File: src/rtl/stw_pkg.sv
// stw_pkg -- shared definitions for the stopwatch control block.
//   stw_state_t    : control FSM state encoding (IDLE=00, RUN=01, PAUSE=10;
//                    11 is illegal and recovers to IDLE)
//   STW_CLR_ACTIVE : active level of the downstream counter clear
package stw_pkg;

    typedef enum logic [1:0] {
        IDLE  = 2'b00,
        RUN   = 2'b01,
        PAUSE = 2'b10
    } stw_state_t;

    localparam logic STW_CLR_ACTIVE = 1'b0;

endpackage

File: src/rtl/stw_edge_det.sv
// stw_edge_det -- rising-edge detector for one front-panel switch.
// Optional macro STW_CTRL_SYNC_EN inserts a 2-flop synchronizer ahead of the
// detector (adds 2 cycles of latency).
// Ports:
//   clk  : system clock
//   rst  : asynchronous active-high reset
//   sw   : raw switch level, active-high
//   rise : one-cycle pulse per 0->1 transition of the (synchronized) switch
module stw_edge_det (
    input  logic clk,
    input  logic rst,
    input  logic sw,
    output logic rise
);

    logic level;
    logic prev;

`ifdef STW_CTRL_SYNC_EN
    logic [1:0] sync;

    always_ff @(posedge clk or posedge rst) begin
        if (rst) begin
            sync <= 2'b00;
        end else begin
            sync <= {sync[0], sw};
        end
    end

    assign level = sync[1];
`else
    assign level = sw;
`endif

    always_ff @(posedge clk or posedge rst) begin
        if (rst) begin
            prev <= 1'b0;
        end else begin
            prev <= level;
        end
    end

    // Combinational pulse so the FSM reacts on the same edge that first
    // samples the switch high.
    assign rise = level & ~prev;

endmodule

File: src/rtl/stw_control.sv
// stw_control -- stopwatch run/clear control for the digital clock.
// SW_F1 toggles run/pause; SW_F2 clears a paused or idle stopwatch.
// Optional macro STW_CTRL_SYNC_EN: synchronize both switches (see stw_edge_det).
// Ports:
//   CLK       : system clock
//   RST       : asynchronous active-high reset
//   SW_F1     : start/stop switch level, rising edge is the event
//   SW_F2     : clear switch level, rising edge is the event
//   STW_ON    : registered count enable, high exactly in RUN
//   STW_RST_N : registered active-low clear, low one cycle per accepted clear
//               and held low throughout reset
module stw_control
    import stw_pkg::*;
(
    input  logic CLK,
    input  logic RST,
    input  logic SW_F1,
    input  logic SW_F2,
    output logic STW_ON,
    output logic STW_RST_N
);

    logic       f1_rise;
    logic       f2_rise;
    stw_state_t state;
    stw_state_t state_next;
    logic       clr;
    logic       on_r;
    logic       rst_n_r;

    stw_edge_det u_f1 (
        .clk  (CLK),
        .rst  (RST),
        .sw   (SW_F1),
        .rise (f1_rise)
    );

    stw_edge_det u_f2 (
        .clk  (CLK),
        .rst  (RST),
        .sw   (SW_F2),
        .rise (f2_rise)
    );

    always_ff @(posedge CLK or posedge RST) begin
        if (RST) begin
            state <= IDLE;
        end else begin
            state <= state_next;
        end
    end

    // F2 takes priority over F1 when stopped; F2 is ignored while running,
    // so F1 alone decides the RUN transition.
    always_comb begin
        state_next = state;
        clr        = 1'b0;
        case (state)
            IDLE, PAUSE: begin
                if (f2_rise) begin
                    state_next = IDLE;
                    clr        = 1'b1;
                end else if (f1_rise) begin
                    state_next = RUN;
                end
            end
            RUN: begin
                if (f1_rise) begin
                    state_next = PAUSE;
                end
            end
            default: begin
                state_next = IDLE;
            end
        endcase
    end

    // Outputs are registered from the next-state decode so they change on
    // the same edge as the state itself.
    always_ff @(posedge CLK or posedge RST) begin
        if (RST) begin
            on_r    <= 1'b0;
            rst_n_r <= STW_CLR_ACTIVE;
        end else begin
            on_r    <= (state_next == RUN);
            rst_n_r <= clr ? STW_CLR_ACTIVE : ~STW_CLR_ACTIVE;
        end
    end

    assign STW_ON    = on_r;
    assign STW_RST_N = rst_n_r;

endmodule

File: config.mk
export PLATFORM = sky130hd
export DESIGN_NAME = stw_control
export DESIGN_NICKNAME = d
export VERILOG_FILES = /design/src/rtl/stw_pkg.sv /design/src/rtl/stw_edge_det.sv /design/src/rtl/stw_control.sv
export SDC_FILE = /design/constraint.sdc
export NUM_CORES = 1
export LEC_CHECK = 0
export BUFFER_PORTS_ARGS = -buffer_cell sky130_fd_sc_hd__buf_2
export CAP_MARGIN = 5
export CELL_PAD_IN_SITES_DETAIL_PLACEMENT = 1
export CELL_PAD_IN_SITES_GLOBAL_PLACEMENT = 2
export CORE_AREA = 2 2 39 41
export DETAILED_ROUTE_END_ITERATION = 8
export DIE_AREA = 0 0 41 43
export PLACE_DENSITY_LB_ADDON = 0.1
export SLEW_MARGIN = 20
export SYNTH_ARGS = -nofsm -noshare
export SYNTH_HDL_FRONTEND = slang
export SYNTH_SLANG_ARGS = --single-unit
File: constraint.sdc
create_clock -name CLK -period 1.1 [get_ports CLK]
set_clock_uncertainty 0.1 [all_clocks]
set_input_delay 0.055 -clock CLK [delete_from_list [all_inputs] [get_ports CLK]]
set_output_delay 0.055 -clock CLK [all_outputs]
set_load 0.01 [all_outputs]
==> metrics.md <==
| Metric | Value |
|---|---|
| Status | `complete, no violations` |
| Startpoint class of the critical path | `input pin` |
| Reg2Reg Depth | `2` |
| Drt first-iter violations | `1` |
| Antenna violations before repair | `0` |
| Sequential area share after synthesis | `0.6452` |
| Worst setup startpoint | `SW_F1` |
| Die Y | `43 um` |
| Synth cell types | `10` |
| HP Class | `input pin to async pin` |
| Hold Violations, Final | `0` |
| Pre-antenna DRT Iters | `2` |
| GPL Wtd Cong | `0.6672` |
| GR Util All Layers | `0.06155` |
| Most frequent cells in the layout | `dfrtp_1, buf_2, clkbuf_4, dlygate4sd3_1` |
| Critical path capture point type | `flip-flop` |
| Fill count | `156` |
| First-pass GRT wire length | `627 um` |
| Die width | `41 um` |
| Worst r2r dst | `STW_RST_N` |
| Clock root buffer | `clkbuf_4` |
| Via Count | `161` |
| CP Capture Point | `state[0]` |
| CTS tree | `yes` |
| R2R Setup Slk | `0.11 ns` |
| WL per Instance | `9.000 um` |
| Maximum number of pins on one net before global-route repair | `7` |
| Post-DRT Antenna Nets | `0` |
| Cts bufs inserted | `3` |
| Die area | `1763 um2` |
| Warnings, synthesis | `0` |
| Htree depth | `1` |
| Nets | `34` |
| Crit path max fanout | `3` |
| Synthesis-to-layout area growth | `41.94%` |
| Relative slew slack | `0.8408` |
| Resized cells post-CTS | `0` |
| Final period util | `0.9236` |
| MaxCap Viol Count | `0` |
| Grt ovf | `0` |
| Clk buf depth | `2` |
| Final Setup Violations | `0` |
| FMAX | `984.3 MHz` |
| Min Tclk post-route | `1.016 ns` |
| Fin util | `0.2387` |
| Core Region | `1384 um2` |
| Worst VDD drop | `667.7 uV` |
| Vias in the first global route | `163` |
| DRC | `0` |
| Req. time, crit path | `1.15 ns` |
| Io pins | `6` |
| Leakage | `0.1527 nW` |
| RSZ-0062 raised after global routing | `false` |
| Origin of the critical flop-to-flop path | `u_f2.prev` |
| Reg clk slew, reported paths | `0.04 ns` |
| Seq cells post-synth | `6` |
| Crit path kind | `input pin to flip-flop` |
| Max Slew Vio Count | `0` |
| Placed cell areas | `277.8 um2` |
| Post-route design area | `330.3 um2` |
| Setup bufs post-CTS | `0` |
| Sink Count | `6` |
| Post-Syn Nets | `21` |
| Most common cell after layout, fill and taps aside | `dfrtp_1` |
| Initial Util | `0.1682` |
| Critical path arrival | `1.07 ns` |
| Synthesized cell area | `232.7 um2` |
| Row Count | `14` |
| Total routed wirelength | `396 um` |
| Slew at the pin closest to its max-slew limit | `0.2386 ns` |
| Layout cells sized above 1 | `0.4286` |
| Vias per cell | `3.659` |
| Ant. Diodes | `0` |
| Worst-skew pair later-pin latency | `0.23 ns` |
| CTS Hold Bufs | `3` |
| Pwr dens | `1659 nW/um2` |
| Avg Inst Size Synth | `13.69 um2` |
| Port Buf Inserts | `5` |
| Mapped Cells | `17` |
| Sum Neg Setup Slack | `0 ns` |
[flip-flops by register name, indices dropped and copies added, names as in the netlist]
| register | flops |
|---|---|
| u_f1.prev | 1 |
| STW_RST_N | 1 |
| u_f2.prev | 1 |
| state | 2 |
| STW_ON | 1 |
[per-layer routing]
| metal | global-route usage | up-vias | wire, um | part of all wire |
|---|---|---|---|---|
| met5 | 0 | - | 0 | 0 |
| met4 | 0.02000 | 0 | 0 | 0 |
| met3 | 0.07853 | 0 | 41 | 0.10 |
| met2 | 0.08125 | 6 | 183 | 0.46 |
| met1 | 0.05556 | 75 | 171 | 0.43 |
| li1 | - | 80 | - | - |
[report_power, final]
| group | switching (mW) | internal [mW] | total, mW |
|---|---|---|---|
| Sequential | 0.0185 | 0.253 | 0.272 |
| Clock | 0.0679 | 0.123 | 0.191 |
| Combinational | 0.0397 | 0.0462 | 0.0859 |
| Total | 0.126 | 0.422 | 0.548 |
[area by class of cell]
cell class	instances	area [um2]	share of cell area
Clock buffer	3	22.52	0.06818
Inverter	1	3.754	0.01136
Multi-Input combinational cell	10	78.83	0.2386
Sequential cell	6	150.1	0.4545
Tap cell	16	20.02	0.06061
Timing Repair Buffer	8	55.05	0.1667
[kinds of logic after synthesis]
logic type	after synthesis	synth area share
simple gates	7	0.2634
flops	6	0.6451
compound gates	3	0.07524
buf+inv	1	0.01611
[worst min path at each step]
stage | start | end | slack (ns) | cells after the start
6_report | RST | STW_RST_N | 0.18 | 3
5_1_grt | RST | u_f1.prev | 0.20 | 3
4_1_cts | RST | u_f1.prev | 0.18 | 3
3_5_place_dp | RST | STW_RST_N | -0.12 | 2
3_3_place_gp | RST | u_f2.prev | -0.12 | 2
2_1_floorplan | RST | STW_ON | -0.25 | 1
[through the flow]
| stage | setup slack (ns) | std cells | hold slack [ns] | power [mW] |
|---|---|---|---|---|
| 6_report | 0.08408 | 44 | 0.1790 | 0.5481 |
| 3_5_place_dp | 0.1099 | 38 | -0.1158 | 0.3552 |
| 4_1_cts | 0.07038 | 44 | 0.1757 | 0.5668 |
| 3_3_place_gp | 0.1173 | 38 | -0.1154 | 0.3550 |
| 2_1_floorplan | 0.1436 | 17 | -0.2540 | 0.3228 |
| 5_1_grt | 0.02921 | 44 | 0.2029 | 0.5874 |
[synthesized netlist by cell type, drive strengths merged]
cell type	instances	share of area
inv	1	0.016
dfrtp	6	0.65
o22ai	2	0.054
nand4b	1	0.038
nand2	1	0.027
o21ai	1	0.021
nand2b	3	0.11
nor2b	1	0.059
or2	1	0.027
[critical path, stage by stage]
cell and delay (ns):
dlygate4sd3_1 0.52, buf_2 0.12, nor2b_4 0.17, nand2_2 0.06, o22ai_1 0.15
No activity file was read; power rests on OpenSTA's default activity.
